## src/rtl/mul_div_pkg.sv

```systemverilog
// mul_div_pkg: shared encodings, state type and default width for the mul/div unit
package mul_div_pkg;
  localparam int WIDTH = 32;
  localparam int DIV_BITS_PER_CYCLE = 2;
  localparam logic [3:0] OP_DIV   = 4'b1000;
  localparam logic [3:0] OP_DIVU  = 4'b0100;
  localparam logic [3:0] OP_MUL   = 4'b0010;
  localparam logic [3:0] OP_MULTU = 4'b0001;
  typedef enum logic [1:0] {IDLE, MUL_RUN, DIV_RUN, DONE} state_t;
endpackage

```

## src/rtl/mul_div_div_core.sv

```systemverilog
// div_core_u: unsigned iterative restoring divider resolving BITS quotient bits per cycle
module div_core_u #(
  parameter int WIDTH = 32,
  parameter int BITS = 2
) (
  input  logic             clk,
  input  logic             rst,
  input  logic             start,
  input  logic [WIDTH-1:0] dividend,
  input  logic [WIDTH-1:0] divisor,
  output logic             busy,
  output logic             done,
  output logic [WIDTH-1:0] quo,
  output logic [WIDTH-1:0] rem
);
  localparam int ITERS = WIDTH / BITS;
  localparam int CW = $clog2(ITERS + 1);
  logic [CW-1:0] cnt;
  logic [WIDTH-1:0] d, nq, nr;
  logic [WIDTH:0] t;
  logic ge;
  // quo doubles as the dividend shift register; quotient bits enter from the bottom
  always_comb begin
    nq = quo;
    nr = rem;
    t = '0;
    ge = 1'b0;
    for (int i = 0; i < BITS; i++) begin
      t = {nr, nq[WIDTH-1]};
      ge = t >= {1'b0, d};
      nq = {nq[WIDTH-2:0], ge};
      nr = ge ? WIDTH'(t - {1'b0, d}) : t[WIDTH-1:0];
    end
  end
  always_ff @(posedge clk or negedge rst) begin
    if (!rst) begin
      cnt <= '0;
      quo <= '0;
      rem <= '0;
      d <= '0;
    end else if (start) begin
      cnt <= CW'(ITERS);
      quo <= dividend;
      rem <= '0;
      d <= divisor;
    end else if (cnt != '0) begin
      cnt <= cnt - 1'b1;
      quo <= nq;
      rem <= nr;
    end
  end
  assign busy = cnt != '0;
  assign done = cnt == CW'(1);
endmodule

```

## src/rtl/mul_div.sv

```systemverilog
// mul_div: multi-cycle MULT/MULTU/DIV/DIVU unit; q = LO/quotient, r = HI/remainder
module mul_div #(
  parameter int WIDTH = mul_div_pkg::WIDTH,
  parameter int DIV_BITS_PER_CYCLE = mul_div_pkg::DIV_BITS_PER_CYCLE
) (
  input  logic             clk,
  input  logic             rst,
  input  logic [3:0]       choice,
  input  logic [WIDTH-1:0] a,
  input  logic [WIDTH-1:0] b,
  output logic             buzy,
  output logic [WIDTH-1:0] q,
  output logic [WIDTH-1:0] r
);
  import mul_div_pkg::*;
  state_t state;
  logic [3:0] op;
  logic [WIDTH-1:0] ra, rb, quo, rem, abs_a, abs_b, dq, dr;
  logic [2*WIDTH-1:0] prod, ea, eb;
  logic [4+2*WIDTH-1:0] last;
  logic launch, is_div, sdiv, smul, is_mul, neg_q, neg_r, core_busy, core_done;
  assign launch = state == IDLE && $onehot(choice) && {choice, a, b} != last;
  assign is_div = choice == OP_DIV || choice == OP_DIVU;
  assign sdiv = choice == OP_DIV;
  assign abs_a = sdiv && a[WIDTH-1] ? -a : a;
  assign abs_b = sdiv && b[WIDTH-1] ? -b : b;
  assign smul = op == OP_MUL;
  assign is_mul = op == OP_MUL || op == OP_MULTU;
  assign ea = {{WIDTH{smul & ra[WIDTH-1]}}, ra};
  assign eb = {{WIDTH{smul & rb[WIDTH-1]}}, rb};
  assign dq = neg_q ? -quo : quo;
  assign dr = neg_r ? -rem : rem;
  div_core_u #(.WIDTH(WIDTH), .BITS(DIV_BITS_PER_CYCLE)) u_div (
    .clk(clk), .rst(rst), .start(launch && is_div), .dividend(abs_a), .divisor(abs_b),
    .busy(core_busy), .done(core_done), .quo(quo), .rem(rem)
  );
  always_ff @(posedge clk or negedge rst) begin
    if (!rst) begin
      state <= IDLE;
      buzy <= 1'b0;
      q <= '0;
      r <= '0;
      op <= '0;
      ra <= '0;
      rb <= '0;
      prod <= '0;
      last <= '0;
      neg_q <= 1'b0;
      neg_r <= 1'b0;
    end else begin
      case (state)
        IDLE: if (launch) begin
          op <= choice;
          ra <= a;
          rb <= b;
          last <= {choice, a, b};
          // a zero divisor keeps the all-ones quotient unsigned-looking
          neg_q <= sdiv && (a[WIDTH-1] ^ b[WIDTH-1]) && b != '0;
          neg_r <= sdiv && a[WIDTH-1];
          buzy <= 1'b1;
          state <= is_div ? DIV_RUN : MUL_RUN;
        end
        MUL_RUN: begin
          prod <= ea * eb;
          state <= DONE;
        end
        DIV_RUN: if (core_done || !core_busy) state <= DONE;
        DONE: begin
          q <= is_mul ? prod[WIDTH-1:0] : dq;
          r <= is_mul ? prod[2*WIDTH-1:WIDTH] : dr;
          buzy <= 1'b0;
          state <= IDLE;
        end
        default: state <= IDLE;
      endcase
    end
  end
endmodule

```

## config.mk

```make
export PLATFORM = sky130hd
export DESIGN_NAME = mul_div
export DESIGN_NICKNAME = d
export VERILOG_FILES = /design/src/rtl/mul_div_pkg.sv /design/src/rtl/mul_div_div_core.sv /design/src/rtl/mul_div.sv
export SDC_FILE = /design/constraint.sdc
export NUM_CORES = 2
export LEC_CHECK = 0
export ABC_CLOCK_PERIOD_IN_PS = 16200
export CAP_MARGIN = 0
export CORE_AREA = 2 2 328 330
export DETAILED_ROUTE_END_ITERATION = 6
export DIE_AREA = 0 0 330 332
export PLACE_DENSITY = 0.73
export SKIP_CTS_REPAIR_TIMING = 1
export SYNTH_ARGS = -nofsm -noshare
export SYNTH_HDL_FRONTEND = slang
export SYNTH_HIERARCHICAL = 1
export SYNTH_SLANG_ARGS = --single-unit
```

## constraint.sdc

```tcl
create_clock -name clk -period 16.2 [get_ports clk]
set_clock_uncertainty 0.2 [all_clocks]
set_input_delay 4.05 -clock clk [delete_from_list [all_inputs] [get_ports clk]]
set_output_delay 4.05 -clock clk [all_outputs]
set_load 0.005 [all_outputs]
```

==> flow_summary.ini <==
[outcome]
status = finished, violations left
violations = design-rule violations

[floorplanning]
fp.coreArea_mm2 = 0.106
die_w_um = 330
initial_core_util_pct = 54.4
io_pins = 135
die_h_um = 332
rows = 120
die-area_mm2 = 0.110

[logic_synthesis]
syn_avg_cell_area_um2 = 9.09
ys_ff_latch = 302
synth_cell_type_count = 89
syn-cell-area_mm2 = 0.0579
synthArstFlopShare_pct = 100
yosys_most_used_dff = dfrtp_1
ys_top_cells_by_area = fa_1, dfrtp_1, inv_1
synth_top_cell_area_share_pct = 39.0
syn_inst = 6364
yosysMostFrequentCell = inv_1
synthTopCellsByCount = inv_1, fa_1, nand2_1
ys_seq_area_share_pct = 13.1
syn_nets = 7853
synth_edf_count = 0
yosysTopAreaCell = fa_1
synth_warnings = 6

[clocking]
cts_buffers = 28
htree_levels = 1
cts-root-buf = clkbuf_16
cts_sinks = 302
cts_tree = yes
clock_latency_ns = 0.62
clk_path_buf_depth = 3
path_clk_slew_ns = 0.07

[timing]
holdWs_ns = 0.306
finalMaxSlewViolations = 0
rsz0062_at_grt = false
fin_crit_sh_pct = 64.4
max_freq_ghz = 0.0958
slew_headroom_pct = 15.4
finalHoldViolations = 0
tightest_slew_ns = 1.26
finalSetupViolations = 0
setup_tns_ns = 0
period_needed_ns = 10.44

[routing]
drc = 17
avgRoutedWirePerCell_um = 22.1
detail_route.first_pass.iterations = 7
drt_wl_total_um = 169000
routed_via_density = 5.84
num_vias = 44600
final_antenna_net_count = 0
drtIter0Drc = 3449

[global_route]
overflow = 0
grt_pass1_wl_um = 269000
grt_pass1_vias = 47700
grt_use_total_pct = 31.9
antenna_found_initial = 5
grt_max_degree = 116

[place]
hpwl_um = 132000
io_buffers = 134
place_congestion = 0.975

[worst_setup_path]
reg2reg_slack_ns = 5.76
crit_top_cell = fa_1
path_delay_family = adder cells
required_ns = 16.48
worst_setup_path_end_kind = flip-flop
crit_path_start_kind = flip-flop
crit_arrival_ns = 10.72
crit_type = flip-flop to flip-flop
cp_slowest_cell = fa_1
cpPeakStageDelay_ns = 1.14
crit_buf_inv = 6
crit_fanout = 20

[cells_and_area]
nNetsFinal = 7696
area_growth_pct = 5.58
drive_above_1_share_pct = 6.41

[flow_run]
drv_cap = 0

[hold_path]
hold_class = flip-flop to flip-flop
-- layer usage --
layer	part of all wire (%)	GRT usage [%]
met4	5.5	14.5
met1	38	40.6
met5	0.022	0
met3	8.3	5.60
met2	48	53.2
-- state kept, by name, summed over array words and instances (netlist names), 5 cells and up --
signal,cells
q,32
r,32
u_div/quo,32
prod,64
u_div/cnt,5
u_div/rem,32
u_div/d,32
ra,31
rb,31
-- through the flow --
stage,cells,cell area [µm²],util [%],worst slack (ns)
final,7635,61100,57.5,5.76
after global placement,7580,60100,56.5,6.12
after CTS,7632,61100,57.5,5.88
after detailed placement,7580,60100,56.5,5.94
after global routing,7634,61100,57.5,5.18
after floorplan,6364,57900,-,7.17
-- layout by cell type (no fill, tap or decap), types with 28 or more instances in the layout --
cell type and n:
and3_1 35, nand2_1 974, buf_4 76, nor4_1 31, xnor2_1 168, o31ai_1 33, nand4_1 50, ha_1 289
nor3_1 47, inv_1 1212, dfrtp_1 280, xor2_1 150, o21ai_0 172, clkdlybuf4s50_1 133, fa_1 1128, nor2_1 231
a21o_1 51, and2_1 301, nand3_1 50, mux2i_1 37, a21oi_1 220, clkbuf_16 28, mux2_2 181
-- worst paths after layout --
path                        from       end  depth (start not counted)
hold / removal             r[22]     r[22]                          1
setup reg to reg           op[0]  prod[59]                         25
setup / recovery           op[0]  prod[59]                         25
max in group asynchronous    rst    ra[23]                          3
min in group asynchronous    rst      q[8]                          1
hold reg to reg            r[22]     r[22]                          1
-- logic make-up (layout without fill, tap and decap cells) --
| group | after synthesis | count (layout) | share of synthesized area [%] |
|---|---|---|---|
| other cells | 0 | 3 | 0 |
| simple gates | 1825 | 1825 | 14.4 |
| flops | 302 | 302 | 13.1 |
| compound gates | 661 | 661 | 7.38 |
| mux | 229 | 229 | 4.44 |
| buf+inv | 1610 | 1475 | 10.5 |
| fa+ha+maj | 1419 | 1419 | 45.3 |
| xor+xnor | 318 | 318 | 4.81 |
-- layout make-up --
cell class                 instances  area (µm²)
inverter                        1213        4550
clock inverter                     9         178
antenna                            3        7.51
clock buffer                      43         837
sequential                       302        7580
multi-input combinational       4452       44300
fill                            9295       45200
tap                             1403        1760
timing repair buffer             210        1920
Power is not shown: default switching activity piles up to over one toggle a cycle in this logic, so the estimate is an artifact.
